--- config.mk ---
export PLATFORM = sky130hd
export DESIGN_NAME = jtobj_draw
export DESIGN_NICKNAME = d
export VERILOG_FILES = /design/src/rtl/jtobj_draw.sv
export SDC_FILE = /design/constraint.sdc
export NUM_CORES = 1
export LEC_CHECK = 0
export BUFFER_PORTS_ARGS = -buffer_cell sky130_fd_sc_hd__buf_2
export CAP_MARGIN = 20
export CORE_ASPECT_RATIO = 0.7
export CORE_MARGIN = 5
export CORE_UTILIZATION = 35
export DETAILED_ROUTE_END_ITERATION = 6
export GPL_ROUTABILITY_DRIVEN = 0
export PLACE_DENSITY = 0.62
export SLEW_MARGIN = 20
export SYNTH_ARGS = -nofsm -noshare
export SYNTH_HDL_FRONTEND = slang
export SYNTH_SLANG_ARGS = --single-unit
--- constraint.sdc ---
create_clock -name clk -period 11.2 [get_ports clk]
set_clock_uncertainty 0.05 [all_clocks]
set_input_delay 2.8 -clock clk [delete_from_list [all_inputs] [get_ports clk]]
set_output_delay 2.8 -clock clk [all_outputs]
set_load 0.01 [all_outputs]
--- src/rtl/jtobj_draw.sv ---
// jtobj_draw: sprite tile row drawer.
// Answers the object scanner's start/busy handshake. It fetches one 16-pixel,
// 4 bpp tile row from ROM in two 32-bit halves, applies the flips and the
// horizontal zoom, and streams the opaque pixels, tagged with their
// attribute, into the object line buffer at one output pixel per clock.

module jtobj_draw (
  input  logic        rst,
  input  logic        clk,
  input  logic        start,
  input  logic [15:0] code,
  input  logic [9:0]  attr,
  input  logic        hflip,
  input  logic        vflip,
  input  logic [8:0]  hpos,
  input  logic [3:0]  ysub,
  input  logic [9:0]  hzoom,
  input  logic        hz_keep,
  output logic        busy,
  output logic [20:0] rom_addr,
  output logic        rom_cs,
  input  logic        rom_ok,
  input  logic [31:0] rom_data,
  output logic        buf_we,
  output logic [8:0]  buf_addr,
  output logic [13:0] buf_data
);

  typedef enum logic [2:0] {
    IDLE,
    REQ0,
    WAIT0,
    REQ1,
    WAIT1,
    DRAW
  } state_t;

  state_t      state_q;

  // Per-tile parameters latched when a start request is accepted
  logic [9:0]  attr_q;
  logic        hflip_q;
  logic [8:0]  hpos_q;
  logic [9:0]  zoom_q;
  logic        keep_q;

  // Fetched tile row halves
  logic [31:0] pixLo_q;
  logic [31:0] pixHi_q;

  // Source accumulator (overflow, 4-bit integer, 6-bit fraction) and
  // destination X. Both survive the end of a tile so that a following
  // tile of the same sprite can carry on where this one stopped.
  logic [10:0] src_q;
  logic [8:0]  xpos_q;

  // Registered outputs
  logic        busy_q;
  logic [20:0] romAddr_q;
  logic        romCs_q;
  logic        bufWe_q;
  logic [8:0]  bufAddr_q;
  logic [13:0] bufData_q;

  // Combinational helpers for the pixel emitted this cycle
  logic [10:0] srcEntry_d;
  logic [8:0]  xposEntry_d;
  logic [10:0] curSrc_d;
  logic [8:0]  curX_d;
  logic [63:0] row_d;
  logic [3:0]  idx_d;
  logic [3:0]  pix_d;

  // Select the source position, destination X and pixel for this cycle.
  // The first pixel is emitted on the very cycle the second ROM half
  // arrives, so in that cycle the high half comes straight from rom_data
  // and the position comes from the tile-entry values.
  always_comb begin
    srcEntry_d  = keep_q ? {1'b0, src_q[9:0]} : 11'd0;
    xposEntry_d = keep_q ? xpos_q : hpos_q;
    if (state_q == DRAW) begin
      curSrc_d = src_q;
      curX_d   = xpos_q;
      row_d    = {pixHi_q, pixLo_q};
    end else begin
      curSrc_d = srcEntry_d;
      curX_d   = xposEntry_d;
      row_d    = {rom_data, pixLo_q};
    end
    idx_d = curSrc_d[9:6] ^ {4{hflip_q}};
    pix_d = row_d[{idx_d, 2'b00} +: 4];
  end

  // Drawing sequencer: fetch both halves, then step through the row at the
  // zoom rate until the accumulator overflows past the last source pixel.
  always_ff @(posedge clk or posedge rst) begin
    if (rst) begin
      state_q   <= IDLE;
      attr_q    <= 10'd0;
      hflip_q   <= 1'b0;
      hpos_q    <= 9'd0;
      zoom_q    <= 10'd0;
      keep_q    <= 1'b0;
      pixLo_q   <= 32'd0;
      pixHi_q   <= 32'd0;
      src_q     <= 11'd0;
      xpos_q    <= 9'd0;
      busy_q    <= 1'b0;
      romAddr_q <= 21'd0;
      romCs_q   <= 1'b0;
      bufWe_q   <= 1'b0;
      bufAddr_q <= 9'd0;
      bufData_q <= 14'd0;
    end else begin
      case (state_q)
        IDLE: begin
          bufWe_q <= 1'b0;
          if (start) begin
            attr_q    <= attr;
            hflip_q   <= hflip;
            hpos_q    <= hpos;
            zoom_q    <= (hzoom < 10'd4) ? 10'd4 : hzoom;
            keep_q    <= hz_keep;
            romAddr_q <= {code, ysub ^ {4{vflip}}, 1'b0};
            romCs_q   <= 1'b1;
            busy_q    <= 1'b1;
            state_q   <= REQ0;
          end
        end
        REQ0: begin
          state_q <= WAIT0;
        end
        WAIT0: begin
          if (rom_ok) begin
            pixLo_q   <= rom_data;
            romAddr_q <= {romAddr_q[20:1], 1'b1};
            state_q   <= REQ1;
          end
        end
        REQ1: begin
          state_q <= WAIT1;
        end
        WAIT1: begin
          if (rom_ok) begin
            pixHi_q   <= rom_data;
            romCs_q   <= 1'b0;
            bufWe_q   <= (pix_d != 4'd0);
            bufAddr_q <= curX_d;
            bufData_q <= {attr_q, pix_d};
            src_q     <= curSrc_d + {1'b0, zoom_q};
            xpos_q    <= curX_d + 9'd1;
            state_q   <= DRAW;
          end
        end
        DRAW: begin
          if (src_q[10]) begin
            bufWe_q <= 1'b0;
            busy_q  <= 1'b0;
            state_q <= IDLE;
          end else begin
            bufWe_q   <= (pix_d != 4'd0);
            bufAddr_q <= curX_d;
            bufData_q <= {attr_q, pix_d};
            src_q     <= curSrc_d + {1'b0, zoom_q};
            xpos_q    <= curX_d + 9'd1;
          end
        end
        default: begin
          state_q <= IDLE;
          busy_q  <= 1'b0;
          romCs_q <= 1'b0;
          bufWe_q <= 1'b0;
        end
      endcase
    end
  end

  assign busy     = busy_q;
  assign rom_addr = romAddr_q;
  assign rom_cs   = romCs_q;
  assign buf_we   = bufWe_q;
  assign buf_addr = bufAddr_q;
  assign buf_data = bufData_q;

endmodule
Word-level counts from Yosys, hierarchy flattened
Index checks and enable logic that the tools add are counted.
Operators by class
  mux-type cells: 34
  shift operators: 1
  reductions and logical operators: 18
  add/subtract/negate cells: 2
  equal/unequal tests: 10
  bitwise logic cells: 6
  order comparisons: 1
Operator list (number)
  $mux W64: 1
  $shiftx A64 B7 Y4: 1
  $mux W9: 6
  $pmux W21 S2: 1
  $pmux W9 S2: 2
  $mux W11: 3
  $mux W14: 2
  $pmux W14 S2: 1
  $pmux W11 S2: 1
  $mux W21: 1
  $mux W10: 2
  $pmux W3 S6: 1
  $reduce_and A3 Y1: 5
  $mux W3: 4
  $add A11 B10 Y11: 1
  $lt A10 B3 Y1 const B: 1
  $ne A2 B2 Y1 const B: 5
  $reduce_and A2 Y1: 5
  $add A9 B1 Y9 const B: 1
  $pmux W1 S3: 3
  $reduce_or A4 Y1: 2
  $xor A4 B4 Y4: 2
  $eq A3 B2 Y1 const B: 2
  $eq A3 B3 Y1 const B: 2
  other kinds (8): 17
Word-level totals
  bits of input ports: 88
  output and inout port bits: 47
  bits in registers: 165
  word-level logic and storage cells: 90

Logic depth before layout (Yosys ltp)
  depth after elaboration: 7
  depth in mapped cells: 17
  depth with buffers taken out: 13

Worst setup path after synthesis
OpenSTA, ideal clock, no wires.
  path type: input to register
  start point: input port rom_data[6]
  end point: register bufWe_q, in the netlist buf_we
  stages on the path: 7
  arrival time: 4099 ps
  slack: 6915 ps
  buffers on the path: 0
  cells stage by stage: or3_1 o221ai_1 nor2_1 or3_1 o211a_1 a211oi_2 o211ai_1
On the way
  cells in the longest elaborated chain, start to end: 5
  elaborated cells on any way between the ends: 6
  those cells by class: shift (1); mux (4); reduce/logical (1)
RTL lines
  start, declared: RTL line 23  | input logic [31:0] rom_data,
  $mux W64 *: RTL line 81  | if (state_q == DRAW) begin
  $shiftx A64 B7 Y4 *: RTL line 91  | pix_d = row_d[{idx_d, 2'b00} +: 4];
  $reduce_bool A4 Y1 *: RTL line 147, 161
  $mux W1 (on tied branches): RTL line 156, 144
  $pmux W1 S3 *: RTL line 115  | case (state_q)
  end signal, assigned: RTL line 147  | bufWe_q <= (pix_d != 4'd0);
  end signal, assigned: RTL line 161  | bufWe_q <= (pix_d != 4'd0);
  end, declared: RTL line 61  | logic bufWe_q;
Mark *: on every way between the ends. The rest lies on a longest branch, timed or not. The select of a mux whose other input is x is not followed.
A chain may end at the register's enable or synchronous reset.

Worst setup path in the final report
  start point: input port rom_ok
  end point: register xpos_q[4]
On the way
  cells in the longest elaborated chain, start to end: 2
RTL lines
  start, declared: RTL line 22  | input logic rom_ok,
  $ne A2 B2 Y1 (no source line)
  $reduce_and A3 Y1 (no source line)
  end signal, assigned: RTL line 151  | xpos_q <= curX_d + 9'd1;
  end signal, assigned: RTL line 165  | xpos_q <= curX_d + 9'd1;
  end, declared: RTL line 55  | logic [8:0] xpos_q;
Every way passes these cells.

==> impl_metrics.tcl <==
set metrics [dict create \
    status "complete, no violations" \
    synthFlopType "sky130_fd_sc_hd__dfrtp_1" \
    path_common_cell "sky130_fd_sc_hd__buf_4" \
    p_sw_mw 1.39 \
    placed_cells 1399 \
    slowest_stage "sky130_fd_sc_hd__buf_4" \
    grt_pass1_wl_microns 40900 \
    clock_insertion_delay_worst_skew_ns 0.43 \
    number_of_buffers_created_by_cts 17 \
    achievable-frequency_mhz 240 \
    die_height_microns 142 \
    drive_gt1_share_pct 21.7 \
    first_pass_iters 7 \
    clock_tree_from_tritoncts "done" \
    grt_usage_pct 18.3 \
    globalRouteOverflowTotal 0 \
    post_synth_xor_area_fraction_pct 2.08 \
    finalNetCount 1196 \
    final_critical_path_setup_slack_ns 7.03 \
    power.sequential.fraction_pct 33.8 \
    placement_rows 48 \
    synth_top_cell_area_share_pct 47.1 \
    drt-total-wl_microns 25500 \
    port-buffer-count 134 \
    insertedDiodeCount 0 \
    clock_power_share_pct 19.3 \
    adder_and_majority_cell_fraction_of_the_synthesized_area_pct 2.08 \
    wl_per_cell_microns 17.8 \
    cp-end-kind "flop" \
    post_cts_repair_resize_count 0 \
    grt_setup_unrepaired "no" \
    setup.worst_path.class "input pin to flop" \
    fin_cells 1432 \
    max-cap-violations 0 \
    fin_crit_ns 4.17 \
    dp_slack_ns 6.32 \
    timing.hold.worst.class "flop to flop" \
    placedInstanceArea_sq_mm 0.00972 \
    synth-compound-area-share_pct 13.9 \
    synth_mux_area_share_pct 8.98 \
    postCtsSetupRepairBufs 0 \
    worstPathRequired_ns 11.47 \
    cts_root_buffer "sky130_fd_sc_hd__clkbuf_16" \
    final.setup.tns_ns 0 \
    timing_max_transition_violations_final 0 \
    syn_to_layout_area_delta_pct 18.2 \
    power.share.switching_pct 42.9 \
    ys_ff_latch 165 \
    mappedNetlistArea_sq_mm 0.00877 \
    yosysSeqAreaShare_pct 47.1 \
    initial_utilization_pct 35.5 \
    yosys_warnings 0 \
    postSynthNetCount 1086 \
    clockBufferDepth 2 \
    crit_chain "buf_2, nand3_1, buf_4, o21ai_4, buf_4, nand2_1, o311a_1" \
    hold_fix_buffers_at_cts 0 \
    dominant_combinational_cell_family_by_area_after_synthesis "simple AND/OR/NAND/NOR gates" \
    ioPinCount 135 \
    synth_enable_flop_cells 0 \
    finalSetupViolCount 0 \
    comb_power_share_pct 46.9 \
    tritoncts_sinks 165 \
    synth_top_cells_by_area "sky130_fd_sc_hd__dfrtp_1, sky130_fd_sc_hd__nand2_1, sky130_fd_sc_hd__mux2_2, sky130_fd_sc_hd__mux2i_1, sky130_fd_sc_hd__a21oi_1" \
    synth.lib_cells_used.distinct 72 \
    leakagePower_nw 5.02 \
    finalHoldViolations 0 \
    worst_slew_pin_slew_ns 0.944 \
    p_per_area_mw_per_mm2 314 \
    crit_fanout 43 \
    critical_path.startpoint_type "input pin" \
    async_flop_share_pct 100 \
    netlist.top_cell.by_area "sky130_fd_sc_hd__dfrtp_1" \
    yosys.area_share.simple_pct 22.2 \
    vias 7481 \
    power_report.internal_total_mw 1.86 \
    drt_iter0_drc 634 \
    cts.htree.levels 4 \
    critPathMaxStageDelay_ns 0.41 \
    worst_setup_hold_path_clk_slew_ns 0.07 \
    number_of_global_route_vias_before_repair 7422 \
    syn_area_per_cell_sq_um 8.91 \
    slew_headroom_pct 37.1 \
    irDropWorstVdd_mv 0.137 \
    grt_antenna_before_repair 0 \
    avgViaCountPerCell 5.22 \
    post_route_clock_period_utilization_pct 37.2 \
    post_synth_inst_count 984 \
    die_width_microns 199 \
    hpwlAfterDp_microns 17500 \
    core_area_sq_mm 0.0247 \
    post-route-drc-count 0 \
    critical_path_arrival_ns 4.44 \
    dieArea_sq_mm 0.0284 \
    layout.cell_area.non_filler_sq_mm 0.0104 \
    grt_max_degree 103 \
    drtAntennaViolNets 0 \
]
[metal layers]
metal  vias up  global-route usage (%)  wire length [microns]
met3        23                    4.80                   1850
li1       3600                       -                      -
met2       251                    25.3                  10500
met5         -                       0                      0
met1      3607                    27.9                  12800
met4         0                    5.61                    382
[power groups by stage]
stage | logic, mW | registers, mW | clock network (mW)
finish | 1.53 | 1.10 | 0.626
global placement | 1.48 | 1.10 | 0
floorplan | 1.09 | 1.06 | 0
CTS | 1.51 | 1.10 | 0.637
global route | 1.70 | 1.14 | 0.664
detailed placement | 1.51 | 1.10 | 0
[cells in the final DEF, fill, tap and decap left out, types with 6 or more instances in the layout]
| master | synthesis | layout |
|---|---|---|
| sky130_fd_sc_hd__buf_4 | 4 | 12 |
| sky130_fd_sc_hd__nand2_1 | 326 | 325 |
| sky130_fd_sc_hd__inv_1 | 15 | 14 |
| sky130_fd_sc_hd__ha_1 | 13 | 13 |
| sky130_fd_sc_hd__xor2_1 | 6 | 6 |
| sky130_fd_sc_hd__clkbuf_16 | 0 | 17 |
| sky130_fd_sc_hd__xnor2_1 | 13 | 13 |
| sky130_fd_sc_hd__a21oi_1 | 44 | 43 |
| sky130_fd_sc_hd__o22ai_1 | 7 | 7 |
| sky130_fd_sc_hd__a31oi_1 | 8 | 8 |
| sky130_fd_sc_hd__buf_2 | 14 | 134 |
| sky130_fd_sc_hd__and3_1 | 13 | 13 |
| sky130_fd_sc_hd__nand3_1 | 24 | 24 |
| sky130_fd_sc_hd__o21ai_0 | 30 | 30 |
| sky130_fd_sc_hd__mux2i_1 | 28 | 28 |
| sky130_fd_sc_hd__a211oi_1 | 19 | 19 |
| sky130_fd_sc_hd__dfrtp_1 | 165 | 165 |
| sky130_fd_sc_hd__and2_1 | 9 | 9 |
| sky130_fd_sc_hd__o211ai_1 | 9 | 9 |
| sky130_fd_sc_hd__mux2_2 | 37 | 37 |
| sky130_fd_sc_hd__nor2b_1 | 7 | 7 |
| sky130_fd_sc_hd__nor2_1 | 48 | 48 |
| sky130_fd_sc_hd__nor3_1 | 10 | 8 |
[final timing paths]
path	from	to	slack, ns	depth (start not counted)
min in group asynchronous	rst	rom_addr[2]	2.53	2
worst max-delay path	rom_ok	xpos_q[4]	7.03	7
worst min register to register	buf_data[11]	buf_data[11]	0.41	2
max in group asynchronous	rst	pixHi_q[24]	7.13	3
worst max register to register	keep_q	src_q[10]	7.31	13
worst min-delay path	buf_data[11]	buf_data[11]	0.41	2
[flip-flops by register name, summed over array words and instances, names as in the netlist]
signal	flops
attr_q	10
buf_addr	9
buf_data	14
buf_we	1
busy	1
hflip_q	1
hpos_q	9
keep_q	1
pixHi_q	32
pixLo_q	32
rom_addr	21
rom_cs	1
src_q	11
state_q	3
xpos_q	9
zoom_q	10
[layout make-up]
cell class,instances,area [sq um]
Fill cell,2432,14300
Multi-Input combinational cell,744,4350
Sequential cell,165,4130
Timing Repair Buffer,147,788
Clock buffer,19,443
Tap cell,325,407
Clock inverter,13,169
Inverter,19,76.3
[Yosys cell counts, types with 13 or more instances]
master                     instances
sky130_fd_sc_hd__mux2i_1          28
sky130_fd_sc_hd__mux2_2           37
sky130_fd_sc_hd__and3_1           13
sky130_fd_sc_hd__dfrtp_1         165
sky130_fd_sc_hd__a211oi_1         19
sky130_fd_sc_hd__ha_1             13
sky130_fd_sc_hd__o21ai_0          30
sky130_fd_sc_hd__xnor2_1          13
sky130_fd_sc_hd__nand2_1         326
sky130_fd_sc_hd__inv_1            15
sky130_fd_sc_hd__buf_2            14
sky130_fd_sc_hd__nor2_1           48
sky130_fd_sc_hd__nand3_1          24
sky130_fd_sc_hd__a21oi_1          44
sky130_fd_sc_hd__clkbuf_1         29
[critical path, delay by kind of cell]
| family | cells | cell delay, ns |
|---|---|---|
| AO/OA/AOI/OAI | 2 | 0.48 |
| buffers and inverters | 3 | 0.81 |
| AND/OR/NAND/NOR | 2 | 0.33 |
[cells by family (layout without fill, tap and decap cells)]
logic type	Yosys count	count (layout)
compound gates	179	179
xor+xnor	20	20
buf+inv	75	198
mux	69	69
simple gates	462	462
flops	165	165
fa+ha+maj	14	14
[metrics by stage]
step	power [mW]	hold WS (ns)	utilization, %
2_1_floorplan	2.16	0.380	-
3_3_place_gp	2.57	0.392	39.4
3_5_place_dp	2.61	0.401	39.4
4_1_cts	3.25	0.417	41.9
5_1_grt	3.51	0.440	42.0
6_report	3.25	0.411	42.0
Note: power is estimated with default switching activity, not from simulation.
